`src/rtl/ppe_pkt_pkg.sv`:
```
// Packet format shared by the ppe partial-sum PE and everything that feeds it.
// Pure types, constants and packing helpers; no timing of its own.
// Not applicable: holds no state and applies no flow control.
package ppe_pkt_pkg;

  localparam int PKT_W     = 30;
  localparam int ADDR_W    = 4;
  localparam int WT_W      = 8;
  localparam int PAYLOAD_W = 25;

  localparam int ADDR_HI    = 29;
  localparam int ADDR_LO    = 26;
  localparam int OPCODE_BIT = 25;

  localparam logic OP_WEIGHT = 1'b0;
  localparam logic OP_INPUT  = 1'b1;

  typedef logic [29:0] ppe_pkt_t;

  // Feeder sequencing: wait for weights, send the second weight packet, stream rows.
  typedef enum logic [1:0] {
    FS_IDLE   = 2'd0,
    FS_W1     = 2'd1,
    FS_STREAM = 2'd2
  } feeder_state_t;

  // Weight packet: three 8-bit weights in the low 24 bits, bit 24 always zero.
  function automatic ppe_pkt_t mk_wt_pkt(input logic [3:0] addr,
                                         input logic [7:0] hi,
                                         input logic [7:0] mid,
                                         input logic [7:0] lo);
    ppe_pkt_t p;
    p                   = '0;
    p[ADDR_HI:ADDR_LO]  = addr;
    p[OPCODE_BIT]       = OP_WEIGHT;
    p[24]               = 1'b0;
    p[23:16]            = hi;
    p[15:8]             = mid;
    p[7:0]              = lo;
    return p;
  endfunction

  // Input packet: the 25-bit spike row is carried unchanged.
  function automatic ppe_pkt_t mk_in_pkt(input logic [3:0]  addr,
                                         input logic [24:0] row);
    ppe_pkt_t p;
    p                  = '0;
    p[ADDR_HI:ADDR_LO] = addr;
    p[OPCODE_BIT]      = OP_INPUT;
    p[24:0]            = row;
    return p;
  endfunction

endpackage

```
`src/rtl/pkt_out_slot.sv`:
```
// One-entry output register carrying a packet plus its end-of-pass marker.
// Latency: a load at edge t is visible as valid data in cycle t+1.
// Backpressure: data holds while valid && !ready; slot_free lets a reload overlap the drain.
module pkt_out_slot #(
  parameter int W = 30
) (
  input  logic         clk,
  input  logic         rst,
  input  logic         load,
  input  logic [W-1:0] load_data,
  input  logic         load_last,
  input  logic         ready,
  output logic         valid,
  output logic [W-1:0] data,
  output logic         last,
  output logic         slot_free
);

  // The slot can take new data when it is empty or being drained this cycle.
  assign slot_free = !valid || ready;

  // Hold register: a load wins over a drain so back-to-back packets leave no bubble.
  always_ff @(posedge clk) begin
    if (rst) begin
      valid <= 1'b0;
      data  <= '0;
      last  <= 1'b0;
    end else if (load) begin
      valid <= 1'b1;
      data  <= load_data;
      last  <= load_last;
    end else if (ready) begin
      valid <= 1'b0;
      last  <= 1'b0;
    end
  end

endmodule

```
`src/rtl/ppe_feeder.sv`:
```
// Packet source for one ppe: two weight packets per filter row, then ROWS input packets.
// Latency: accept at edge t gives a packet in cycle t+1; one packet per cycle when drained.
// Backpressure: both input readies drop while the output slot is full and stalled.
module ppe_feeder
  import ppe_pkt_pkg::*;
#(
  parameter int PKT_W  = 30,
  parameter int ADDR_W = 4,
  parameter int WT_W   = 8,
  parameter int ROWS   = 21
) (
  input  logic              clk,
  input  logic              rst,
  input  logic [ADDR_W-1:0] dest_addr,
  input  logic [5*WT_W-1:0] wt_row,
  input  logic              wt_valid,
  output logic              wt_ready,
  input  logic [24:0]       ifm_row,
  input  logic              ifm_valid,
  output logic              ifm_ready,
  output logic [PKT_W-1:0]  pkt_data,
  output logic              pkt_valid,
  input  logic              pkt_ready,
  output logic              done
);

  localparam logic [7:0] ROWS_M1 = 8'(ROWS - 1);

  feeder_state_t state, state_nxt;

  logic [ADDR_W-1:0] dest_q;
  logic [2*WT_W-1:0] wt_hi_q;   // w4,w3: only these are needed after W0 is built
  logic [7:0]        cnt;

  logic        slot_free;
  logic        slot_last;
  logic        load;
  ppe_pkt_t    load_data;
  logic        load_last;
  logic        row_last;
  logic        wt_take;
  logic        ifm_take;

  assign row_last = (cnt == ROWS_M1);
  assign wt_take  = wt_valid && wt_ready;
  assign ifm_take = ifm_valid && ifm_ready;

  // Next-state and slot-load decode; readies only open in their own state.
  always_comb begin
    state_nxt = state;
    wt_ready  = 1'b0;
    ifm_ready = 1'b0;
    load      = 1'b0;
    load_data = '0;
    load_last = 1'b0;
    case (state)
      FS_IDLE: begin
        wt_ready = slot_free;
        if (wt_valid && slot_free) begin
          load      = 1'b1;
          load_data = mk_wt_pkt(dest_addr, wt_row[3*WT_W-1:2*WT_W],
                                wt_row[2*WT_W-1:WT_W], wt_row[WT_W-1:0]);
          state_nxt = FS_W1;
        end
      end
      FS_W1: begin
        if (slot_free) begin
          // Upper weight byte is a dummy zero the PE discards.
          load      = 1'b1;
          load_data = mk_wt_pkt(dest_q, 8'h00, wt_hi_q[2*WT_W-1:WT_W],
                                wt_hi_q[WT_W-1:0]);
          state_nxt = FS_STREAM;
        end
      end
      FS_STREAM: begin
        ifm_ready = slot_free;
        if (ifm_valid && slot_free) begin
          load      = 1'b1;
          load_data = mk_in_pkt(dest_q, ifm_row);
          load_last = row_last;
          if (row_last) begin
            state_nxt = FS_IDLE;
          end
        end
      end
      default: state_nxt = FS_IDLE;
    endcase
  end

  // State register.
  always_ff @(posedge clk) begin
    if (rst) begin
      state <= FS_IDLE;
    end else begin
      state <= state_nxt;
    end
  end

  // Capture destination and the weights still owed to the W1 packet.
  always_ff @(posedge clk) begin
    if (rst) begin
      dest_q  <= '0;
      wt_hi_q <= '0;
    end else if (wt_take) begin
      dest_q  <= dest_addr;
      wt_hi_q <= wt_row[5*WT_W-1:3*WT_W];
    end
  end

  // Row counter: restarts on each filter row, saturates instead of wrapping.
  always_ff @(posedge clk) begin
    if (rst) begin
      cnt <= 8'd0;
    end else if (wt_take) begin
      cnt <= 8'd0;
    end else if (ifm_take && (cnt != 8'hFF)) begin
      cnt <= cnt + 8'd1;
    end
  end

  // Pulse once, the cycle after the final input packet leaves the slot.
  always_ff @(posedge clk) begin
    if (rst) begin
      done <= 1'b0;
    end else begin
      done <= pkt_valid && pkt_ready && slot_last;
    end
  end

  pkt_out_slot #(.W(PKT_W)) u_slot (
    .clk       (clk),
    .rst       (rst),
    .load      (load),
    .load_data (load_data),
    .load_last (load_last),
    .ready     (pkt_ready),
    .valid     (pkt_valid),
    .data      (pkt_data),
    .last      (slot_last),
    .slot_free (slot_free)
  );

endmodule

```
`config.mk`:
```
export PLATFORM = sky130hd
export DESIGN_NAME = ppe_feeder
export DESIGN_NICKNAME = d
export VERILOG_FILES = /design/src/rtl/ppe_pkt_pkg.sv /design/src/rtl/pkt_out_slot.sv /design/src/rtl/ppe_feeder.sv
export SDC_FILE = /design/constraint.sdc
export NUM_CORES = 1
export LEC_CHECK = 0
export CAP_MARGIN = 20
export CORE_ASPECT_RATIO = 1.25
export CORE_MARGIN = 2
export CORE_UTILIZATION = 40
export CTS_CLUSTER_DIAMETER = 100
export DETAILED_ROUTE_END_ITERATION = 8
export PLACE_DENSITY_LB_ADDON = 0.2
export SYNTH_ARGS = -nofsm -noshare
export SYNTH_HDL_FRONTEND = slang
export SYNTH_SLANG_ARGS = --single-unit
```
`constraint.sdc`:
```
create_clock -name clk -period 2 [get_ports clk]
set_input_delay 0.4 -clock clk [delete_from_list [all_inputs] [get_ports clk]]
set_output_delay 0.4 -clock clk [all_outputs]
set_load 0.005 [all_outputs]
```
## Word-level counts from Yosys, hierarchy flattened

Index checks and enable logic that the tools add are counted.

| storage, ports and cells | value |
|---|---|
| register bits after elaboration | 63 |
| bits of input ports | 74 |
| output and inout bits | 34 |

| cells by class | value |
|---|---|
| $add $sub $neg | 1 |
| equality and inequality tests | 8 |
| multiplexer cells | 20 |
| reduce and logical (&&, ||, !) cells | 13 |

Operators by type and width:

| operator | count |
|---|---|
| 30-bit two-way mux | 3 |
| 30-bit one-hot mux with 3 select lines | 1 |
| 1-bit two-way mux | 10 |
| 8-bit by 1-bit adder with 8-bit output, second input constant | 1 |
| 8-bit by 5-bit == test with 1-bit output, second input constant | 1 |
| 2-bit two-way mux | 4 |
| 2-bit != test, second input constant | 4 |
| 8-bit != test, second input constant | 1 |
| 1-bit logical AND | 7 |
| 2-bit one-hot mux with 3 select lines | 1 |
| 4-bit AND reduction | 1 |
| 1-bit one-hot mux with 3 select lines | 1 |
| 2-bit by 1-bit == test with 1-bit output, second input constant | 1 |
| 2-bit == test, second input constant | 1 |
| 2-bit logical NOT | 1 |
| 2-bit nonzero test | 1 |
| 2-bit OR reduction | 1 |
| 1-bit logical NOT | 1 |
| 1-bit logical OR | 1 |

## Depth between registers and ports, before layout

| depth | value |
|---|---|
| word-level depth | 6 |
| gate-level depth with buffers | 7 |
| depth with buffers taken out | 6 |

## Cells and area by module

Synthesis repeated with hierarchy kept, for this count alone.

| unflattened totals | value |
|---|---|
| cell total of the unflattened synthesis | 314 |
| area total of the unflattened synthesis | 2,806.4 sq um |

By module, submodules not included:

| module | times used | cells an instance | area each (sq um) | sequential area each (sq um) |
|---|---|---|---|---|
| ppe_feeder | 1 | 209 | 1,675.4 | 620.6 |
| pkt_out_slot | 1 | 105 | 1,131.1 | 640.6 |

## Least setup slack after synthesis

Ideal clock, no wire load.

| timing path | value |
|---|---|
| path kind | flip-flop to flip-flop |
| start point | register cnt[0] |
| end point | register cnt[4] |
| arrival time | 1.446 ns |
| required time | 1.885 ns |
| slack | 0.440 ns |
| cell stages (with the launch flop) | 6 |
| buffers on the path | 0 |
| period minus slack after synthesis | 1.560 ns |
| cell sequence | dfxtp_1 > ha_1 > nand2_1 > or4_4 > o31a_1 > o21a_1 |

| between the ends | value |
|---|---|
| word-level cells in the longest chain between the ends | 2 |
| elaborated cells between the ends (all ways) | 3 |

Ends and longest elaborated chain:

| element | RTL line | text |
|---|---|---|
| from (decl) | ppe_feeder.sv:33 | `logic [7:0] cnt;` |
| from (signal assigned) | ppe_feeder.sv:117 | `cnt <= cnt + 8'd1;` |
| parallel branches: the longest is 2 deep, another holds 8-bit by 1-bit adder with 8-bit output | - |  |

Several ways; the timed one is not identified.
A chain may end at the register's enable or synchronous reset.

## Worst setup path in the final report

| timing path | value |
|---|---|
| start point | input port pkt_ready |
| end point | output port ifm_ready |

| between the ends | value |
|---|---|
| word-level cells in the longest chain between the ends | 2 |

Ends and longest elaborated chain:

| element | RTL line | text |
|---|---|---|
| from (decl) | ppe_feeder.sv:23 | `input logic pkt_ready,` |
| 1-bit logical OR | pkt_out_slot.sv:20 | `assign slot_free = !valid \|\| ready;` |
| 1-bit two-way mux | ppe_feeder.sv:56 | `case (state)` |
| to (decl) | ppe_feeder.sv:20 | `output logic ifm_ready,` |

No other way between the ends.

==> out/summary.txt <==
Post-synthesis simple-gate area fraction -> 20.5%
Cell count after placement -> 510
Register bit count reported by yosys -> 63
Mapped Avg Cell Area -> 8.43 µm²
CP Data Arrival Time -> 1.44 ns
# IOs -> 108
Kind of critical path -> in2out
Routed wire per std cell -> 14.4 µm
Worst path cell trace -> clkdlybuf4s50_1, nor2b_2, nor3b_1, dlygate4sd2_1
Fin nets -> 510
Post-CTS Hold Fix Bufs -> 0
Post-synth EDFFs -> 0
Crit path max fanout -> 4
Data required time at the worst endpoint -> 1.60 ns
IO Port Bufs -> 107
Antenna violations before repair -> 0
Relative slew slack -> 69.1%
Max-Cap Viols -> 0
Clock Path Buffers -> 2
Tcrit/Tclk final -> 92.1%
# diodes -> 0
Leak -> 0.00152 µW
Post-Synthesis Cell Area -> 2700 µm²
# rows -> 33
Critical path startpoint category -> primary input
Root Buffer Master -> clkbuf_8
Vias in the first global route -> 2,565
Clock-pin slew on the worst setup and hold paths -> 0.07 ns
Register area share after synthesis -> 46.8%
Async S/R FF share, synth -> 0%
CP Capture Type -> primary output
Overflow after GRT -> 0
Filler cell count in the final layout -> 574
Slew @ Worst Pin -> 0.462 ns
Drt pass-1 iters -> 4
Hold crit path type -> reg2reg
Largest family of logic cells by synthesized area -> compound AO/OA/AOI/OAI gates
Initial drt markers -> 161
Initial core utilization -> 41.1%
Cells after synthesis -> 320
TritonCTS clock tree -> done
Post-Synth XOR/XNOR Area -> 0%
Setup violators final -> 0
Slowest stage delay, CP -> 0.46 ns
First-pass GRT wire length -> 12,100 µm
Syn nets -> 396
Layout cell share with drive strength beyond 1 -> 9.34%
Buf/Inv on CP -> 2
GPL Wtd Cong -> 0.815
Critical Path Source -> pkt_ready
Post-Synth Adder-Cell Area -> 0.928%
Total Routing Usage GR -> 20.5%
Via count -> 2,769
Final Power -> 3130 µW
HPWL Detailed -> 5510 µm
Worst IR Drop VDD -> 0.468 mV
Largest net degree at the start of global routing -> 33
Drt total wl -> 7590 µm
Die Height -> 95.8 µm
Status -> finished clean
Cts bufs inserted -> 9
Most used DFF post-synth -> dfxtp_1
Vias/cell -> 5.26
Skew final -> 0.00642 ns
Critical-path cell with the highest stage delay -> clkdlybuf4s50_1
Core Region -> 6570 µm²
Final slew viol count -> 0
Final instance area -> 4110 µm²
H-tree lvl count -> 3
Hold Fails Final Rpt -> 0
Non-filler cells in the finished layout -> 526
# clock sinks -> 63
Post-synthesis to final-layout area growth -> 52.3%
Top delay family on crit path -> buffers and inverters
Yosys cell types -> 45
Min cycle time layout -> 1.84 ns
DRC viols -> 0
ANT nets after route -> 0
Hold Path Origin -> dest_q[1]
Post-synthesis mux area share -> 1.48%
DP Area -> 3950 µm²
Die X-Extent -> 77.5 µm
Ys Warns -> 0
Max Freq -> 543 MHz
RSZ-0062 raised after global routing -> false
Total Die Area -> 7420 µm²
Synth Area in Compound Gates -> 25.0%
Clock Latency Late Sink -> 0.32 ns
RR Startpoint -> state[0]
Power Dens Cells -> 762 nW/µm²
==> metrics by stage <==
stage               utilization (%)  setup WS (ns)  setup TNS [ns]  hold WS (ns)
floorplan                         -          0.440               0         0.436
global placement               60.2         -0.108          -0.891         0.441
detailed placement             60.2         -0.170           -2.41         0.448
CTS                            62.6          0.150               0         0.457
global route                   62.6         0.0536               0         0.473
finish                         62.6          0.157               0         0.453
==> per-layer routing <==
metal	wire [µm]	GRT usage (%)
met5	0	0
met4	118	7.14
met3	471	5.91
met2	3720	34.3
met1	3280	25.3
==> cell usage after synthesis (2+ instances only) <==
cell type / instances / area share [%]
dfxtp_1: 63 / 47
nand2_1: 52 / 7.2
a21oi_1: 32 / 5.9
nor2_1: 29 / 4.0
a22oi_1: 20 / 5.6
o21ai_0: 17 / 3.2
a211oi_1: 16 / 4.5
nor3_1: 12 / 2.2
clkbuf_1: 11 / 1.5
a221oi_1: 8 / 2.6
buf_2: 8 / 1.5
inv_1: 5 / 0.70
nand3_1: 5 / 0.93
mux2i_1: 4 / 1.5
a21o_1: 2 / 0.56
and4_1: 2 / 0.65
buf_4: 2 / 0.56
buf_6: 2 / 0.83
ha_1: 2 / 0.93
nand3b_1: 2 / 0.56
nor3b_1: 2 / 0.56
==> cell usage in the layout, fill, tap and decap left out, types with 2 or more instances in the layout <==
cell / count
a21oi_1: 32
a22oi_1: 20
dfxtp_1: 63
nand3_1: 5
clkdlybuf4s50_1: 104
buf_12: 4
clkinv_2: 3
nor3_1: 11
ha_1: 2
clkbuf_1: 3
a221oi_1: 8
mux2i_1: 4
nor3b_1: 2
a21o_1: 2
o21ai_0: 17
dlygate4sd2_1: 2
nand3b_1: 2
inv_1: 5
and4_1: 2
nand2_1: 52
clkbuf_8: 9
a211oi_1: 16
nor2_1: 29
buf_4: 16
==> cell type report <==
class	instances	area (µm²)	share of cell area, %
repair buffers	127	1260	30.8
inverters	5	18.8	0.457
well taps	87	109	2.65
multi-input cells	228	1300	31.6
clock buffers	12	135	3.29
flip-flops and latches	63	1260	30.7
clock inverters	4	22.5	0.548
==> logic make-up (layout without fill, tap and decap cells) <==
logic type,count (synthesis),after routing
buffers and inverters,29,148
adders and majority gates,2,2
AOI/OAI and AO/OA,104,104
DFF,63,63
and+or+nand+nor,118,118
muxes,4,4
==> final timing paths <==
check,endpoint,cells past startpoint,slack [ns]
max reg2reg,u_slot.data[15],4,0.22
max,ifm_ready,4,0.16
min reg2reg,dest_q[1],2,0.45
min,dest_q[1],2,0.45
==> worst reg2reg max path, stage by stage, from the launching register on <==
cell,delay (ns)
dfxtp_1,0.56
or2b_1,0.33
nor2_4,0.38
a222oi_1,0.20
a211oi_1,0.23
==> state kept, by name, summed over array words and instances, names as in the netlist <==
| register | cells |
|---|---|
| cnt | 8 |
| dest_q | 4 |
| done | 1 |
| state | 2 |
| u_slot.data | 30 |
| u_slot.last | 1 |
| u_slot.valid | 1 |
| wt_hi_q | 16 |
==> timing repair <==
item,4_1_cts,5_1_grt
setup endpoints to repair,2,0
hold endpoints to repair,0,0
gates resized for setup,2,0
buffers inserted,0,0
==> power by group <==
group	switching [µW]	total, µW	internal [µW]
clock	463	908	444
combinational	336	787	451
sequential	66.6	1440	1370
total	866	3130	2270
Note: power is estimated with default switching activity, not from simulation.
